### src/rtl/pb_bus_pkg.sv
// rtl/pb_bus_pkg.sv - shared bus/ADC state enums, register map and test ID
// Purpose: definitions shared by the card responder and the initiator state
//          machines so both sides agree on state names and register addresses.
// Ports:   none (package).
package pb_bus_pkg;

  typedef enum logic [1:0] {
    IDLE  = 2'd0,
    READ  = 2'd1,
    WRITE = 2'd2,
    TEST  = 2'd3
  } bus_state_e;

  typedef enum logic [1:0] {
    ADC_IDLE = 2'd0,
    ADC_BUSY = 2'd1,
    ADC_DONE = 2'd2
  } adc_state_e;

  localparam logic [2:0] ADDR_LAMP0      = 3'd0;
  localparam logic [2:0] ADDR_LAMP1      = 3'd1;
  localparam logic [2:0] ADDR_LAMP2      = 3'd2;
  localparam logic [2:0] ADDR_LAMP3      = 3'd3;
  localparam logic [2:0] ADDR_SCRATCH    = 3'd4;
  localparam logic [2:0] ADDR_STATUS     = 3'd5;
  localparam logic [2:0] ADDR_ADC_CTRL   = 3'd6;
  localparam logic [2:0] ADDR_ADC_RESULT = 3'd7;

  // Upper nibble returned in test-address mode; low bits carry the card slot.
  localparam logic [3:0] TEST_ID = 4'hA;

  // Status and ADC result are read-only: writes there are dropped silently.
  function automatic logic addr_writable(input logic [2:0] addr);
    return !((addr == ADDR_STATUS) || (addr == ADDR_ADC_RESULT));
  endfunction

endpackage

### src/rtl/pb_strobe_sync.sv
// rtl/pb_strobe_sync.sv - 2-flop synchronizers for bus controls plus write-strobe rising edge
// Purpose: bring the asynchronous initiator controls into the clock domain.
// Ports:   clk_i, rst_ni       clock and asynchronous active-low reset
//          rd_n_i, wr_n_i      raw read/write strobes (active-low)
//          lamp_clr_n_i        raw lamp clear (active-low)
//          board_i[3:0]        raw board select
//          *_o                 synchronized copies of the above
//          wr_rise_o           one-clock pulse when synchronized WrP goes 0->1
module pb_strobe_sync (
  input  logic       clk_i,
  input  logic       rst_ni,
  input  logic       rd_n_i,
  input  logic       wr_n_i,
  input  logic       lamp_clr_n_i,
  input  logic [3:0] board_i,
  output logic       rd_n_o,
  output logic       wr_n_o,
  output logic       lamp_clr_n_o,
  output logic [3:0] board_o,
  output logic       wr_rise_o
);

  logic [6:0] meta_q;
  logic [6:0] sync_q;
  logic       wr_prev_q;

  // Everything clears to 0 on reset, so the strobes look asserted and the
  // card deselected until the real pin levels have propagated through.
  always_ff @(posedge clk_i or negedge rst_ni) begin
    if (!rst_ni) begin
      meta_q    <= '0;
      sync_q    <= '0;
      wr_prev_q <= 1'b0;
    end else begin
      meta_q    <= {board_i, lamp_clr_n_i, wr_n_i, rd_n_i};
      sync_q    <= meta_q;
      wr_prev_q <= sync_q[1];
    end
  end

  assign rd_n_o       = sync_q[0];
  assign wr_n_o       = sync_q[1];
  assign lamp_clr_n_o = sync_q[2];
  assign board_o      = sync_q[6:3];
  assign wr_rise_o    = sync_q[1] & ~wr_prev_q;

endmodule

### src/rtl/pb_card_responder.sv
// rtl/pb_card_responder.sv - parallel-bus card responder with lamp, scratch and ADC registers
// Purpose: answers initiator reads/writes on an 8-bit strobed bus for one card slot.
// Ports:   clock, reset        clock and asynchronous active-low reset
//          BOARD_X[3:0]        board select, one bit per card
//          AddessPortPin[2:0]  register address
//          RdP, WrP            active-low strobes (both low = test-address mode)
//          LampResetPin        active-low lamp clear
//          bus_data_in[7:0]    write data from the initiator
//          bus_data_out[7:0]   registered read data
//          bus_data_oe         1 while this card drives the bus
//          lamp_state[31:0]    lamp registers 3..0, register 0 in [7:0]
//          wr_event            one-clock pulse per accepted write
module pb_card_responder
  import pb_bus_pkg::*;
#(
  parameter int BOARD_INDEX = 0,
  parameter int CONV_CYCLES = 27
) (
  input  logic        clock,
  input  logic        reset,
  input  logic [3:0]  BOARD_X,
  input  logic [2:0]  AddessPortPin,
  input  logic        RdP,
  input  logic        WrP,
  input  logic        LampResetPin,
  input  logic [7:0]  bus_data_in,
  output logic [7:0]  bus_data_out,
  output logic        bus_data_oe,
  output logic [31:0] lamp_state,
  output logic        wr_event
);

  localparam logic [1:0] CARD_ID   = BOARD_INDEX[1:0];
  localparam logic [3:0] CARD_MASK = 4'b0001 << CARD_ID;
  localparam logic [7:0] TEST_WORD = {TEST_ID, 2'b00, CARD_ID};
  localparam int         CW        = (CONV_CYCLES > 1) ? $clog2(CONV_CYCLES) : 1;
  localparam logic [CW-1:0] CONV_LAST = CW'(CONV_CYCLES - 1);

  logic       rd_s, wr_s, lamp_clr_s, wr_rise;
  logic [3:0] board_s;

  pb_strobe_sync u_sync (
    .clk_i        (clock),
    .rst_ni       (reset),
    .rd_n_i       (RdP),
    .wr_n_i       (WrP),
    .lamp_clr_n_i (LampResetPin),
    .board_i      (BOARD_X),
    .rd_n_o       (rd_s),
    .wr_n_o       (wr_s),
    .lamp_clr_n_o (lamp_clr_s),
    .board_o      (board_s),
    .wr_rise_o    (wr_rise)
  );

  bus_state_e     state_q;
  adc_state_e     adc_state_q;
  logic           oe_q, wr_event_q, armed_q;
  logic [7:0]     dout_q;
  logic [3:0][7:0] lamp_q;
  logic [7:0]     scratch_q;
  logic [1:0]     adc_ch_q;
  logic [5:0]     sample_cnt_q;
  logic [CW-1:0]  conv_cnt_q;

  logic       sel, both_high, strobe_any, wr_commit, adc_start, adc_busy;
  logic [7:0] rd_data;

  assign sel        = |(board_s & CARD_MASK);
  assign both_high  = rd_s & wr_s;
  assign strobe_any = ~both_high;
  assign wr_commit  = (state_q == WRITE) && sel && wr_rise && addr_writable(AddessPortPin);
  assign adc_start  = wr_commit && (AddessPortPin == ADDR_ADC_CTRL);
  assign adc_busy   = (adc_state_q == ADC_BUSY);

  always_comb begin
    rd_data = 8'h00;
    case (AddessPortPin)
      ADDR_LAMP0, ADDR_LAMP1, ADDR_LAMP2, ADDR_LAMP3:
        rd_data = lamp_clr_s ? lamp_q[AddessPortPin[1:0]] : 8'h00;
      ADDR_SCRATCH:    rd_data = scratch_q;
      ADDR_STATUS:     rd_data = {7'b0, adc_busy};
      ADDR_ADC_CTRL:   rd_data = 8'h00;
      ADDR_ADC_RESULT: rd_data = {adc_ch_q, sample_cnt_q};
      default:         rd_data = 8'h00;
    endcase
  end

  // armed_q blocks a strobe that started while the card was deselected (or
  // that is left over from the previous transfer): a new transfer needs both
  // strobes seen high first.
  always_ff @(posedge clock or negedge reset) begin
    if (!reset) begin
      state_q    <= IDLE;
      oe_q       <= 1'b0;
      dout_q     <= 8'h00;
      wr_event_q <= 1'b0;
      armed_q    <= 1'b0;
    end else begin
      wr_event_q <= wr_commit;
      if (both_high) armed_q <= 1'b1;
      case (state_q)
        IDLE: begin
          oe_q   <= 1'b0;
          dout_q <= 8'h00;
          if (!sel) begin
            if (strobe_any) armed_q <= 1'b0;
          end else if (armed_q && strobe_any) begin
            armed_q <= 1'b0;
            if (!rd_s && !wr_s) begin
              state_q <= TEST;
              oe_q    <= 1'b1;
              dout_q  <= TEST_WORD;
            end else if (!rd_s) begin
              state_q <= READ;
              oe_q    <= 1'b1;
              dout_q  <= rd_data;
            end else begin
              state_q <= WRITE;
            end
          end
        end
        READ, TEST: begin
          if (!sel || both_high) begin
            state_q <= IDLE;
            oe_q    <= 1'b0;
            dout_q  <= 8'h00;
          end else begin
            dout_q  <= (state_q == TEST) ? TEST_WORD : rd_data;
          end
        end
        WRITE: begin
          // The commit itself happens through wr_commit on the WrP rising edge.
          if (!sel || wr_rise) state_q <= IDLE;
        end
        default: state_q <= IDLE;
      endcase
    end
  end

  // Lamp clear wins over a same-clock lamp write; scratch is unaffected.
  always_ff @(posedge clock or negedge reset) begin
    if (!reset) begin
      lamp_q    <= '0;
      scratch_q <= 8'h00;
    end else begin
      if (!lamp_clr_s) begin
        lamp_q <= '0;
      end else if (wr_commit && !AddessPortPin[2]) begin
        lamp_q[AddessPortPin[1:0]] <= bus_data_in;
      end
      if (wr_commit && (AddessPortPin == ADDR_SCRATCH)) scratch_q <= bus_data_in;
    end
  end

  // A start request during a conversion is dropped so busy time never stretches.
  always_ff @(posedge clock or negedge reset) begin
    if (!reset) begin
      adc_state_q  <= ADC_IDLE;
      adc_ch_q     <= 2'b00;
      sample_cnt_q <= 6'd0;
      conv_cnt_q   <= '0;
    end else begin
      case (adc_state_q)
        ADC_IDLE, ADC_DONE: begin
          if (adc_start) begin
            adc_ch_q    <= bus_data_in[1:0];
            conv_cnt_q  <= '0;
            adc_state_q <= ADC_BUSY;
          end
        end
        ADC_BUSY: begin
          if (conv_cnt_q == CONV_LAST) begin
            adc_state_q  <= ADC_DONE;
            sample_cnt_q <= sample_cnt_q + 6'd1;
          end else begin
            conv_cnt_q <= conv_cnt_q + CW'(1);
          end
        end
        default: adc_state_q <= ADC_IDLE;
      endcase
    end
  end

  assign bus_data_out = dout_q;
  assign bus_data_oe  = oe_q;
  assign lamp_state   = lamp_q;
  assign wr_event     = wr_event_q;

endmodule

### config.mk
export PLATFORM = sky130hd
export DESIGN_NAME = pb_card_responder
export DESIGN_NICKNAME = d
export VERILOG_FILES = /design/src/rtl/pb_bus_pkg.sv /design/src/rtl/pb_strobe_sync.sv /design/src/rtl/pb_card_responder.sv
export SDC_FILE = /design/constraint.sdc
export NUM_CORES = 1
export LEC_CHECK = 0
export BUFFER_PORTS_ARGS = -buffer_cell sky130_fd_sc_hd__buf_2
export CORE_ASPECT_RATIO = 0.75
export CORE_MARGIN = 4
export CORE_UTILIZATION = 25
export DETAILED_ROUTE_END_ITERATION = 12
export GPL_TIMING_DRIVEN = 0
export PLACE_DENSITY = 0.46
export SETUP_SLACK_MARGIN = 0.4
export SLEW_MARGIN = 20
export SYNTH_ARGS = -nofsm -noshare
export SYNTH_HDL_FRONTEND = slang
export SYNTH_SLANG_ARGS = --single-unit
export TNS_END_PERCENT = 50
### constraint.sdc
create_clock -name clock -period 4 [get_ports clock]
set_clock_uncertainty 0.1 [all_clocks]
set_input_delay 0 -clock clock [delete_from_list [all_inputs] [get_ports clock]]
set_output_delay 0 -clock clock [all_outputs]
set_load 0.02 [all_outputs]
# [Yosys cells after proc, flatten, opt, wreduce, memory -nomap -nowiden]
# Index checks and enable logic that the tools add are counted.
[word_totals] register_bits=77 wordCells=117 out_inout_bits=42 in_bits=20
[classes] addsub=2 order_cmp=2 bitwise_logic=4 n_reduce_logical=31 eq_ne=21 muxes=40
[ops] operator="8-bit two-way mux" count=9
[ops] operator="32-bit two-way mux" count=2
[ops] operator="8-bit one-hot mux with 5 select lines" count=1
[ops] operator="32-bit bitwise mux" count=1
[ops] operator="8-bit binary-select mux with 2-bit select" count=1
[ops] operator="8-bit demux with 2-bit select" count=1
[ops] operator="2-bit two-way mux" count=8
[ops] operator="8-bit one-hot mux with 2 select lines" count=1
[ops] operator="3-bit == test, second input constant" count=4
[ops] operator="1-bit two-way mux" count=10
[ops] operator="5-bit two-way mux" count=2
[ops] operator="2-bit != test, second input constant" count=5
[ops] operator="5-bit one-hot mux with 2 select lines" count=1
[ops] operator="1-bit logical AND" count=9
[ops] operator="2-bit AND reduction" count=4
[ops] operator="6-bit by 1-bit adder with 6-bit output, second input constant" count=1
[ops] operator="2-bit == test, second input constant" count=3
[ops] operator="3-bit by 2-bit == test with 1-bit output, second input constant" count=2
[ops] operator="2-bit by 1-bit != test with 1-bit output, second input constant" count=3
[ops] operator="2-bit one-hot mux with 3 select lines" count=1
[ops] operator="5-bit by 1-bit adder with 5-bit output, second input constant" count=1
[ops] operator="5-bit == test, second input constant" count=1
[ops] operator="1-bit zero test" count=5
[ops] operator="2-bit by 1-bit == test with 1-bit output, second input constant" count=2
[ops] operator="other kinds (15)" count=22

# [Depth between registers and ports, before layout]
[depth] depth_word=9 ltp_mapped=7 mapped_depth_nobuf=6

# [Modules after synthesis]
# From an unflattened synthesis, not the netlist that was laid out.
[hier_totals] cells_unflattened=300 hier_area_um2=3788.6
[by_module_without_submodules] mod="pb_card_responder" seq_area_each_um2=1701.6 instances=1 cells_each=284 area_per_inst_um2=3399.5
[by_module_without_submodules] mod="pb_strobe_sync" seq_area_each_um2=375.4 instances=1 cells_each=16 area_per_inst_um2=389.1

# [Worst setup path after synthesis]
# No wires, ideal clock.
[synth_path] kind="register to register" start="reg conv_cnt_q[0]" end="reg sample_cnt_q[1]" required_time_ns=3.775 stages_incl_launch_ff=6 t_arrival_ns=1.498 period_less_slack_ns=1.723 path_slack_ns=2.277 setup_ns=0.125 n_path_buf=0 cell_sequence="dfrtp_1 > inv_1 > ha_1 > nand4b_1 > nor3b_2 > mux2_2"
[synth_via] elab_chain_cells=2
[synth_lines] item="from (decl)" line="pb_card_responder.sv:64" source="logic [CW-1:0] conv_cnt_q;"
[synth_lines] item="from (signal assigned)" line="pb_card_responder.sv:177" source="conv_cnt_q <= conv_cnt_q + CW'(1);"
[synth_lines] item="5-bit == test" line="pb_card_responder.sv:173" source="if (conv_cnt_q == CONV_LAST) begin"
[synth_lines] item="2-bit AND reduction (no source line)"
[synth_lines] item="to (signal assigned)" line="pb_card_responder.sv:175" source="sample_cnt_q <= sample_cnt_q + 6'd1;"
[synth_lines] item="to (decl)" line="pb_card_responder.sv:63" source="logic [5:0] sample_cnt_q;"
# No other way between the ends.
# A chain may end at the register's enable or synchronous reset.

# [Worst setup path after layout]
[layout_path] start="reg state_q[0]" end="reg lamp_q (netlist bit lamp_state[14])"
[layout_via] elab_chain_cells=6
[layout_lines] item="from (decl)" line="pb_card_responder.sv:56" source="bus_state_e state_q;"
[layout_lines] item="from (signal assigned)" line="pb_card_responder.sv:94" source="state_q <= IDLE;"
[layout_lines] item="from (signal assigned)" line="pb_card_responder.sv:111" source="state_q <= TEST;"
[layout_lines] item="from (signal assigned)" line="pb_card_responder.sv:115" source="state_q <= READ;"
[layout_lines] item="2-bit == test" line="pb_card_responder.sv:72" source="assign wr_commit = (state_q == WRITE) && sel && wr_rise && addr_writable(AddessPortPin);"
[layout_lines] item="1-bit logical AND (3 in a row)" line="pb_card_responder.sv:72"
[layout_lines] item="1-bit logical AND" line="pb_card_responder.sv:149" source="end else if (wr_commit && !AddessPortPin[2]) begin"
[layout_lines] item="2-bit != test (no source line)"
[layout_lines] item="to (signal, indexed assignment)" line="pb_card_responder.sv:150" source="lamp_q[AddessPortPin[1:0]] <= bus_data_in;"
[layout_lines] item="to (decl)" line="pb_card_responder.sv:60" source="logic [3:0][7:0] lamp_q;"
# No other way between the ends.

==> qor.yml <==
pwr:
  power.total_w: 0.00202
  p_per_area_nw_per_um2: 439
  peakVddDrop_uv: 215
  leakagePower_nw: 2.30
logic_synthesis:
  ys_async_sr_fraction: 1.00
  yosysUniqueCellTypes: 48
  synthMuxAreaShare: 0.130
  netlist_area_um2: 3600
  synth_fa_ha_area_frac: 0.0104
  yosysTopAreaCell: "dfrtp_1"
  synth-simple-area-share: 0.172
  netlist_instances: 308
  avgSynthCellArea_um2: 11.7
  synthXorXnorAreaFrac: 0.0195
  synth_compound_area_frac: 0.104
  synth_edf_count: 0
  netlist.area_leader.share: 0.535
  ys.flop_type: "dfrtp_1"
  synth_top_family_by_area: "simple AND/OR/NAND/NOR gates"
  yosys-top-cells-area: "dfrtp_1 54%, mux2i_1 5.8%, mux4_2 3.8%"
  ys_seq_area_frac: 0.535
  yosys_register_bits: 77
  synth_warnings: 0
  synth_fp_nets: 331
setup_path:
  crit_fanout: 10
  cp_data_arrival_time_ns: 2.09
  cp_top_family: "simple AND/OR/NAND/NOR gates"
  critPathLaunchType: "flip-flop"
  worstSetupPathType: "flip-flop to flip-flop"
  crit_chain: "buf_2 > nor3b_2 > nand4b_2 > buf_2 > a31o_1"
  slowest_delay_ns: 0.36
  critPathBufInv: 2
  cp_slowest_cell: "dfrtp_1"
  required_ns: 4.13
  cp-end-kind: "flip-flop"
  path_common_cell: "buf_2"
sta:
  fin_crit_sh: 0.491
  drv_slew: 0
  post-route-min-period_ns: 1.96
  tightest_slew_ns: 0.816
  hold_viol_final: 0
  slew_headroom: 0.451
  tns_ns: 0
  setup_viol: 0
  rsz0062_at_grt: "false"
  clock.fmax_ghz: 0.509
placement:
  hpwlAfterDp_mm: 7.06
  portBuffers: 57
  routabilityCongestion: 0.769
floorplanning:
  fp.coreArea_um2: 13900
  die_w_um: 147
  io_pins: 62
  rows: 37
  start_util: 0.259
  die-area_um2: 16400
  die_h_um: 112
job:
  drv_cap: 0
drt:
  viasPerCell: 4.69
  wl_mm: 9.73
  drtIter0Drc: 164
  post_drt_wl_per_cell_um: 17.1
  drc_errors: 0
  drtPass1Iterations: 5
  ant_nets: 0
  vias: 2675
global_route:
  antenna_found_initial: 0
  grtUsageTotal: 0.123
  grt_max_degree: 55
  grt_pass1_vias: 2764
  grt_first_pass_wirelength_mm: 16.0
  overflow: 0
run_status:
  status: "finished clean"
clocking:
  cts.path.max_buffers: 2
  cts-resized-gates: 0
  clkTransAtPathRegs_ns: 0.06
  htreeDepth: 3
  cts_sinks: 77
  cts_root_buf: "clkbuf_16"
  clkLatencyLatePin_ns: 0.34
  cts_buffers: 9
  cts_tree: "built"
finish:
  antenna-diode-count: 0
  finalNetCount: 413
  final_cell_mix: "77 x dfrtp_1, 65 x buf_2, 26 x nand2_1, 21 x mux2i_1, 20 x nor2b_1"
  nFillCells: 1428
  final_common_cell: "dfrtp_1"
  seq_area_um2: 1930
  syn2layout_area_growth_pct: 27.9
  post-route-util: 0.332
  multiInputGateArea_um2: 1570
  layout-drive-gt1-share: 0.284
min_path:
  hold_class: "input pin to async pin"
[metrics by stage]
| stage | setup WS [ns] | std cells | instance area [um2] | hold WS (ns) |
|---|---|---|---|---|
| 6_report | 2.04 | 570 | 4610 | 0.0149 |
| 4_1_cts | 2.02 | 570 | 4610 | 0.0188 |
| 2_1_floorplan | 2.28 | 308 | 3600 | -0.396 |
| 5_1_grt | 1.89 | 570 | 4610 | 0.0531 |
| 3_3_place_gp | 2.04 | 540 | 4110 | 0.0113 |
| 3_5_place_dp | 2.03 | 541 | 4140 | -0.167 |
[routing by layer]
metal,global-route usage,vias to the layer above,wire (um)
li1,-,1273,-
met1,0.186,1319,5010
met2,0.170,73,4100
met3,0.0382,10,536
met4,0.0320,0,78
met5,0,-,0
[worst paths after layout]
check / cells after the start / slack [ns] / endpoint / from
max: 5 / 2.04 / lamp_state[14]$_DFFE_PN0P_ / state_q[0]$_DFFE_PN0P_
min: 2 / 0.01 / u_sync.meta_q[2]$_DFF_PN0_ / reset
max reg2reg: 5 / 2.04 / lamp_state[14]$_DFFE_PN0P_ / state_q[0]$_DFFE_PN0P_
min reg2reg: 0 / 0.25 / u_sync.sync_q[3]$_DFF_PN0_ / u_sync.meta_q[3]$_DFF_PN0_
max in group asynchronous: 3 / 3.21 / bus_data_out[6]$_DFFE_PN0P_ / reset
min in group clock: 4 / 0.07 / conv_cnt_q[3]$_DFFE_PN0P_ / AddessPortPin[2]
[cell type report]
class,count,share of cell area
Inverter,4,0.00326
Tap cell,175,0.0475
Clock inverter,6,0.0242
Multi-Input combinational cell,208,0.341
Timing Repair Buffer,71,0.0967
Buffer,19,0.0190
Sequential cell,77,0.418
Clock buffer,10,0.0497
[timing repair]
item / in CTS / in global routing
hold buffers: 13 / 0
endpoints found under the hold margin: 123 / 0
setup buffers: 0 / 0
[synth_stat cells (all sizes together), types with 3 or more instances]
master / instances
dfrtp: 77
nand2: 26
mux2i: 21
nor2b: 20
nor2: 17
o21ai: 16
mux2: 11
a31o: 10
buf: 10
nand3: 10
clkbuf: 9
a21oi: 7
a22o: 6
mux4: 6
nand4: 6
a22oi: 5
nand2b: 5
inv: 4
xnor2: 4
xor2: 4
ha: 3
nand3b: 3
nand4b: 3
nor3b: 3
[cell families after synthesis]
family	Yosys count
muxes	38
AOI/OAI and AO/OA	55
buffers and inverters	23
adders and majority gates	3
DFF	77
and+or+nand+nor	104
xor gates and xnor gates	8
[power breakdown]
part           leakage, nW  switching, W  internal [W]
Clock                0.163      0.000322      0.000610
Combinational         1.10      0.000119     0.0000885
Sequential            1.04     0.0000490      0.000832
Total                 2.30      0.000490       0.00153
[worst register-to-register path: cells and delay by family, from the launching register on]
kind	cells	cell delay (ns)
simple gates	2	0.67
buf+inv	2	0.48
flops	1	0.36
compound gates	1	0.25
[state kept, by name, indices dropped and copies added (netlist names), 2 cells and up]
name and count:
conv_cnt_q 5, bus_data_out 8, scratch_q 8, u_sync.sync_q 4, adc_state_q 2, state_q 2
adc_ch_q 2, u_sync.meta_q 4, lamp_state 32, sample_cnt_q 6
Power figures use the tool's default switching activity.
